File: src/rtl/wb_macro_mux_pkg.sv
// rtl/wb_macro_mux_pkg.sv - shared state type, address field positions and defaults for wb_macro_mux
package wb_macro_mux_pkg;

    typedef enum logic [1:0] {
        S_IDLE = 2'd0,
        S_WAIT = 2'd1,
        S_RESP = 2'd2
    } state_t;

    localparam logic [31:0] ERR_DATA_DEFAULT = 32'hDEAD_BEEF;

    localparam int IDX_HI  = 27;
    localparam int IDX_LO  = 24;
    localparam int BASE_HI = 31;
    localparam int BASE_LO = 28;

    function automatic logic [15:0] idx_onehot(input logic [3:0] idx);
        return 16'h0001 << idx;
    endfunction

endpackage

File: src/rtl/rst_sync_n.sv
// rtl/rst_sync_n.sv - two-flop reset synchroniser: asserts with rst at once, releases on the 2nd clock edge
module rst_sync_n (
    input  logic clk,
    input  logic rst,
    output logic rst_n_o
);

    logic [1:0] sync_q;
    logic [1:0] sync_d;

    always_comb begin
        sync_d = {sync_q[0], 1'b1};
    end

    always_ff @(posedge clk or posedge rst) begin
        if (rst) begin
            sync_q <= 2'b00;
        end else begin
            sync_q <= sync_d;
        end
    end

    assign rst_n_o = sync_q[1];

endmodule

File: src/rtl/wb_macro_mux.sv
// rtl/wb_macro_mux.sv - registered Wishbone fan-out to N_SLAVES user macros with error response.
// Define WB_MUX_TIMEOUT_EN to add the slave-ack timeout counter and irq_o pulse.
module wb_macro_mux
    import wb_macro_mux_pkg::*;
#(
    parameter int          N_SLAVES    = 11,
    parameter logic [3:0]  BASE_NIB    = 4'h3,
    parameter logic [31:0] ERR_DATA    = ERR_DATA_DEFAULT,
    parameter int          TIMEOUT_CYC = 255
) (
    input  logic                   wb_clk_i,
    input  logic                   wb_rst_i,
    input  logic                   wbs_cyc_i,
    input  logic                   wbs_stb_i,
    input  logic [31:0]            wbs_adr_i,
    output logic                   wbs_ack_o,
    output logic [31:0]            wbs_dat_o,
    output logic [N_SLAVES-1:0]    m_wb_rst_o,
    output logic [N_SLAVES-1:0]    m_wbs_stb_o,
    input  logic [N_SLAVES-1:0]    m_wbs_ack_i,
    input  logic [32*N_SLAVES-1:0] m_wbs_dat_i,
    output logic                   busy_o,
    output logic                   irq_o
);

    state_t              state_q, state_d;
    logic [3:0]          idx_q, idx_d;
    logic [N_SLAVES-1:0] stb_q, stb_d;
    logic [31:0]         dat_q, dat_d;
    logic                ack_q, ack_d;
    logic                busy_q, busy_d;
    logic                turn_q, turn_d;

    logic        hit, mapped, req_live, sel_ack, macro_rst_n, unused_cfg;
    logic [3:0]  idx;
    logic [15:0] idx_oh;
    logic [31:0] sel_dat;

    rst_sync_n u_rst_sync (
        .clk     (wb_clk_i),
        .rst     (wb_rst_i),
        .rst_n_o (macro_rst_n)
    );

    assign m_wb_rst_o = {N_SLAVES{~macro_rst_n}};

    assign idx      = wbs_adr_i[IDX_HI:IDX_LO];
    assign req_live = wbs_cyc_i & wbs_stb_i;
    assign hit      = req_live & (wbs_adr_i[BASE_HI:BASE_LO] == BASE_NIB);
    assign mapped   = ({1'b0, idx} < 5'(N_SLAVES));
    assign idx_oh   = idx_onehot(idx);

    // Only the latched slave's ack and data are visible; other slaves are ignored.
    always_comb begin
        sel_ack = 1'b0;
        sel_dat = '0;
        for (int k = 0; k < N_SLAVES; k++) begin
            if (idx_q == 4'(k)) begin
                sel_ack = m_wbs_ack_i[k];
                sel_dat = m_wbs_dat_i[32*k +: 32];
            end
        end
    end

`ifdef WB_MUX_TIMEOUT_EN
    localparam int               CNT_W    = $clog2(TIMEOUT_CYC + 1);
    localparam logic [CNT_W-1:0] CNT_LAST = CNT_W'(TIMEOUT_CYC - 1);

    logic [CNT_W-1:0] cnt_q, cnt_d;
    logic             irq_q, irq_d;
    logic             expire;

    assign expire     = (cnt_q == CNT_LAST);
    assign irq_o      = irq_q;
    assign unused_cfg = ^wbs_adr_i[23:0];
`else
    assign irq_o      = 1'b0;
    assign unused_cfg = ^{wbs_adr_i[23:0], 32'(TIMEOUT_CYC)};
`endif

    always_comb begin
        state_d = state_q;
        idx_d   = idx_q;
        stb_d   = stb_q;
        dat_d   = dat_q;
        ack_d   = 1'b0;
        turn_d  = 1'b0;
`ifdef WB_MUX_TIMEOUT_EN
        cnt_d   = cnt_q;
        irq_d   = 1'b0;
`endif
        case (state_q)
            S_IDLE: begin
                // turn_q blocks a strobe left over from the access just acked
                if (hit && !turn_q) begin
                    if (mapped) begin
                        idx_d   = idx;
                        stb_d   = idx_oh[N_SLAVES-1:0];
                        state_d = S_WAIT;
`ifdef WB_MUX_TIMEOUT_EN
                        cnt_d   = '0;
`endif
                    end else begin
                        dat_d   = ERR_DATA;
                        ack_d   = 1'b1;
                        state_d = S_RESP;
                    end
                end
            end
            S_WAIT: begin
                if (!req_live) begin
                    stb_d   = '0;
                    state_d = S_IDLE;
                end else if (sel_ack) begin
                    dat_d   = sel_dat;
                    stb_d   = '0;
                    ack_d   = 1'b1;
                    state_d = S_RESP;
`ifdef WB_MUX_TIMEOUT_EN
                end else if (expire) begin
                    dat_d   = ERR_DATA;
                    stb_d   = '0;
                    ack_d   = 1'b1;
                    irq_d   = 1'b1;
                    state_d = S_RESP;
                end else begin
                    cnt_d   = cnt_q + 1'b1;
`endif
                end
            end
            S_RESP: begin
                state_d = S_IDLE;
                turn_d  = 1'b1;
            end
            default: begin
                stb_d   = '0;
                state_d = S_IDLE;
            end
        endcase
        busy_d = (state_d != S_IDLE);
    end

    always_ff @(posedge wb_clk_i or posedge wb_rst_i) begin
        if (wb_rst_i) begin
            state_q <= S_IDLE;
            idx_q   <= '0;
            stb_q   <= '0;
            dat_q   <= '0;
            ack_q   <= 1'b0;
            busy_q  <= 1'b0;
            turn_q  <= 1'b0;
`ifdef WB_MUX_TIMEOUT_EN
            cnt_q   <= '0;
            irq_q   <= 1'b0;
`endif
        end else begin
            state_q <= state_d;
            idx_q   <= idx_d;
            stb_q   <= stb_d;
            dat_q   <= dat_d;
            ack_q   <= ack_d;
            busy_q  <= busy_d;
            turn_q  <= turn_d;
`ifdef WB_MUX_TIMEOUT_EN
            cnt_q   <= cnt_d;
            irq_q   <= irq_d;
`endif
        end
    end

    assign wbs_ack_o   = ack_q;
    assign wbs_dat_o   = dat_q;
    assign m_wbs_stb_o = stb_q;
    assign busy_o      = busy_q;

endmodule
File: config.mk
export PLATFORM = sky130hd
export DESIGN_NAME = wb_macro_mux
export DESIGN_NICKNAME = d
export VERILOG_FILES = /design/src/rtl/wb_macro_mux_pkg.sv /design/src/rtl/rst_sync_n.sv /design/src/rtl/wb_macro_mux.sv
export SDC_FILE = /design/constraint.sdc
export NUM_CORES = 1
export LEC_CHECK = 0
export CAP_MARGIN = 20
export CORE_AREA = 2 2 179 181
export CTS_CLUSTER_DIAMETER = 50
export DETAILED_ROUTE_END_ITERATION = 8
export DIE_AREA = 0 0 181 183
export PLACE_DENSITY = 0.61
export SYNTH_ARGS = -nofsm -noshare
export SYNTH_HDL_FRONTEND = slang
export SYNTH_SLANG_ARGS = --single-unit
File: constraint.sdc
create_clock -name wb_clk_i -period 1.85 [get_ports wb_clk_i]
set_input_delay 0.37 -clock wb_clk_i [delete_from_list [all_inputs] [get_ports wb_clk_i]]
set_output_delay 0.37 -clock wb_clk_i [all_outputs]
set_load 0.03 [all_outputs]
==> metrics list <==
* Detail-routed via count per cell: 4.78
* WL final: 33.8 mm
* Worst rel slew slack: between 60% and 70%
- Number of global-route vias before repair: between 7000 and 8000
* Final weighted congestion in routability-driven placement: 0.861
* Instance count of the mapped netlist: approximately 630
- Dividing total power by cell area gives a power density of 670 nW/um2.
* Die Area: 33100 um2
- Maximum buffer depth of the clock tree: 2
- Counting the fill cells in the layout gives 3168.
* Setup WS post-layout: -0.496 ns
- Once detail routing completed, the nets flagged for antenna violations numbered 0.
- After detailed placement, the design holds a cell count of 1523.
* Complex-gate fraction of the synthesized area: between 20% and 30%
- Across the VDD grid, the largest voltage drop is between 0.0003 and 0.0004 V.
* I/O pins: roughly 460
* Placeable Area: 31200 um2
* Min-Delay Startpoint: u_rst_sync.sync_q[0]
- Cell type with the largest total area after synthesis: sky130_fd_sc_hd__dfrtp_1
- Total count of hold-check failures in the final report: 0
- Final clock period utilization by the worst path: 127%
- In this run switching power makes up 40.3% of total power.
- Number of buffers created by CTS: 5
- By area, the combinational part of the netlist is dominated by compound AO/OA/AOI/OAI gates.
- Endpoint type of the worst setup path: flip-flop
- Mux share of post-synthesis cell area: 24.6%
- Non-filler cells in the finished layout: ~1500
- The checks that failed: setup timing.
* Arrival time of the worst setup path: 2.54 ns
- The tool flagged a number of max-cap violations equal to 0.
- Measured along the y axis, the die boundary spans approximately 180 um.
- Average wire per cell in the routed design: 21.9 um
- Number of clock sinks seen by CTS: 54
- Crit path time final: roughly 2.3 ns
- Number of warning messages in the yosys log: 0
- Cell with the most instances after synthesis: sky130_fd_sc_hd__dfrtp_1
* Critical path peak fanout: 12
* Share of post-route cells with drive strength above 1: 23.2%
- During placement, the flow inserted port buffers numbering 430.
- Worst setup SP type: flip-flop
- The initialized floorplan defines 65 standard-cell rows.
- After synthesis, the netlist uses 59 different library cells.
* Total Nets Final: 1535
- Aggregate global-route resource usage: 19.1%
- Setup violations, final: 45
* DRT iter0 DRCs: 407
* Effective utilization at floorplan: about 18%
- Max Clock Freq: about 430 MHz
* Cell Area, Synth: between 5000 and 6000 um2
* Data required time at the worst endpoint: 2.05 ns
- The H-tree was split into 2 levels.
- Net switching power of the design: 3170 uW
- In the synthesized netlist the dominant register cell turns out to be sky130_fd_sc_hd__dfrtp_1.
- Counting flops with an async set or reset pin after synthesis yields a share of 100%.
* Final worst clock skew: around 0.0063 ns
* Worst setup path startpoint: idx_q[1]
* Number of DRC violations after detailed routing: 0
* Worst slew pin tran: about 0.53 ns
* Share of synthesized area occupied by flip-flops and latches: approximately a quarter
- In this run, flip-flops and latches consume between 10% and 20% of the power.
- DR pass1 iterations: 7
- By area the synthesized netlist is led by sky130_fd_sc_hd__dfrtp_1 (24%), sky130_fd_sc_hd__mux2i_1 (9.1%), sky130_fd_sc_hd__mux2_2 (6.8%), sky130_fd_sc_hd__mux2_4 (6.7%), sky130_fd_sc_hd__o221ai_1 (5.8%).
- Cell internal power was estimated by the tool at 4690 uW.
- Maximum number of pins on one net before global-route repair: 55
- Clock network fraction of total power: 14.3%
- Synthesized-area fraction occupied by and/or/nand/nor cells: 13.1%
- RR Startpoint: idx_q[1]
- Setup CP Type: reg -> reg
- Post-synthesis to final-layout area growth: 109%
- Flip-flop and latch count after synthesis: 54
* Fin. max-slew vios: 0
- Horiz. Die Dim: 181 um
* Number of synthesized flops with an enable pin: 0
- Latest clock arrival within the worst-skew pair: 0.30 ns
- Class of the worst hold path: reg -> reg
- Hold buffers post-CTS: 0
* Average size of a mapped cell: 8.91 um2
* Status: finished with violations
- Area share of xor/xnor cells in the synthesized design: 0%
- Clock-pin slew was measured on the worst setup and hold paths at 0.08 ns.
- The first global-routing pass estimated between 40 and 50 mm of wire.
* Clock tree from TritonCTS: done
- Final HPWL from detailed placement: 28.3 mm
* Total congestion overflow after global routing: 0
- Synthesized-area fraction occupied by adder cells: 0%
- Summed over all cells, the static leakage comes to 0.00478 uW.
* Fraction of power consumed by combinational cells: 66.5%
* Root cell of the clock tree: sky130_fd_sc_hd__clkbuf_16
- Post-Place Setup Slack: -0.542 ns
* Number of vias in the routed layout: 7368
- Setup repair after global routing could not meet its margin everywhere.
- In this run the biggest area consumer among cell types represents around a quarter of the synthesized area.
- Top cell types by occurrence after synthesis: sky130_fd_sc_hd__dfrtp_1 (54), sky130_fd_sc_hd__mux2i_1 (51), sky130_fd_sc_hd__nand2_1 (41)
* Net count after synthesis: 1030
* Antenna violations before repair: 1
-- metal layers --
layer | vias to the layer above | part of all wire (%) | track usage [%]
met1 | 3506 | 43 | 24.7
li1 | 3474 | - | -
met5 | - | 0 | 0
met3 | 48 | 6.9 | 3.95
met4 | 0 | 2.6 | 5.98
met2 | 340 | 47 | 31.9
-- layout make-up --
class                   instances  area (um2)  area share, %
diodes                          4        10.0         0.0853
multi-input cells             493        4090           34.9
inverters                      14        56.3          0.480
repair buffers                568        5540           47.2
clock inverters                 2        37.5          0.320
flip-flops and latches         54        1360           11.6
well taps                     402         503           4.29
clock buffers                   6         129           1.10
-- worst max-delay path: stages (launching register included) --
cell and delay (ns):
sky130_fd_sc_hd__dfrtp_4 0.51, sky130_fd_sc_hd__buf_6 0.17, sky130_fd_sc_hd__buf_6 0.17, sky130_fd_sc_hd__mux2_2 0.34, sky130_fd_sc_hd__o221ai_1 0.28, sky130_fd_sc_hd__o221ai_2 0.20
sky130_fd_sc_hd__o211ai_1 0.17, sky130_fd_sc_hd__a22oi_1 0.11, sky130_fd_sc_hd__mux2_4 0.28
-- cells in the final DEF (no fill, tap or decap), types with 14 or more instances in the layout --
| cell | n |
|---|---|
| sky130_fd_sc_hd__o211ai_1 | 16 |
| sky130_fd_sc_hd__nand3_1 | 16 |
| sky130_fd_sc_hd__nor2_1 | 31 |
| sky130_fd_sc_hd__nor2b_1 | 14 |
| sky130_fd_sc_hd__nand2_1 | 38 |
| sky130_fd_sc_hd__o221ai_1 | 26 |
| sky130_fd_sc_hd__dlygate4sd2_1 | 15 |
| sky130_fd_sc_hd__clkdlybuf4s50_1 | 414 |
| sky130_fd_sc_hd__a22oi_1 | 23 |
| sky130_fd_sc_hd__o21ai_0 | 34 |
| sky130_fd_sc_hd__o22ai_1 | 24 |
| sky130_fd_sc_hd__mux2_2 | 18 |
| sky130_fd_sc_hd__mux2i_1 | 51 |
| sky130_fd_sc_hd__a21oi_1 | 26 |
| sky130_fd_sc_hd__a221oi_1 | 16 |
| sky130_fd_sc_hd__dfrtp_1 | 51 |
| sky130_fd_sc_hd__buf_4 | 117 |
| sky130_fd_sc_hd__mux2_4 | 41 |
-- logic make-up (layout without fill, tap and decap cells) --
logic type | Yosys count | after routing
simple gates | 141 | 141
other cells | 2 | 6
buf+inv | 84 | 590
mux | 115 | 115
flops | 54 | 54
compound gates | 235 | 235
-- state kept, by name, summed over array words and instances, names as in the netlist --
register,cells
turn_q,1
m_wbs_stb_o,11
u_rst_sync.sync_q,2
wbs_dat_o,32
idx_q,4
busy_o,1
wbs_ack_o,1
state_q,2
-- path summary, 6_finish.rpt --
check	cells after the start	end	slack, ns
worst max-delay path	8	wbs_dat_o[18]	-0.50
worst max register to register	8	wbs_dat_o[18]	-0.50
min in group asynchronous	3	u_rst_sync.sync_q[1]	0.43
worst min register to register	0	u_rst_sync.sync_q[1]	0.35
max in group asynchronous	3	wbs_dat_o[13]	1.14
worst min-delay path	0	u_rst_sync.sync_q[1]	0.35
-- repair_timing --
item,4_1_cts,5_1_grt
cloned,0,2
setup endpoints to repair,61,47
setup buffers,4,3
pin swaps,3,9
gates resized for setup,43,38
-- metrics by stage --
stage                     setup TNS [ns]  utilization (%)  total power (uW)  hold slack (ns)  area [um2]
after floorplan                    -2.51                -              3810            0.331        5700
after global placement            -23.49             35.9              6490            0.336       11200
after detailed placement          -23.34             35.9              6530            0.337       11200
after CTS                         -18.45             36.8              7760            0.354       11500
after global routing              -23.08             37.5              8300            0.371       11700
final                             -19.85             37.6              7860            0.351       11700
-- power groups by stage --
stage	clock [uW]	combinational (uW)	sequential [uW]
after floorplan	0	2050	1760
after global placement	0	4940	1550
after detailed placement	0	4980	1550
after CTS	1160	5070	1520
after global routing	1210	5550	1540
final	1120	5230	1510
(Power assumes the default switching activity.)
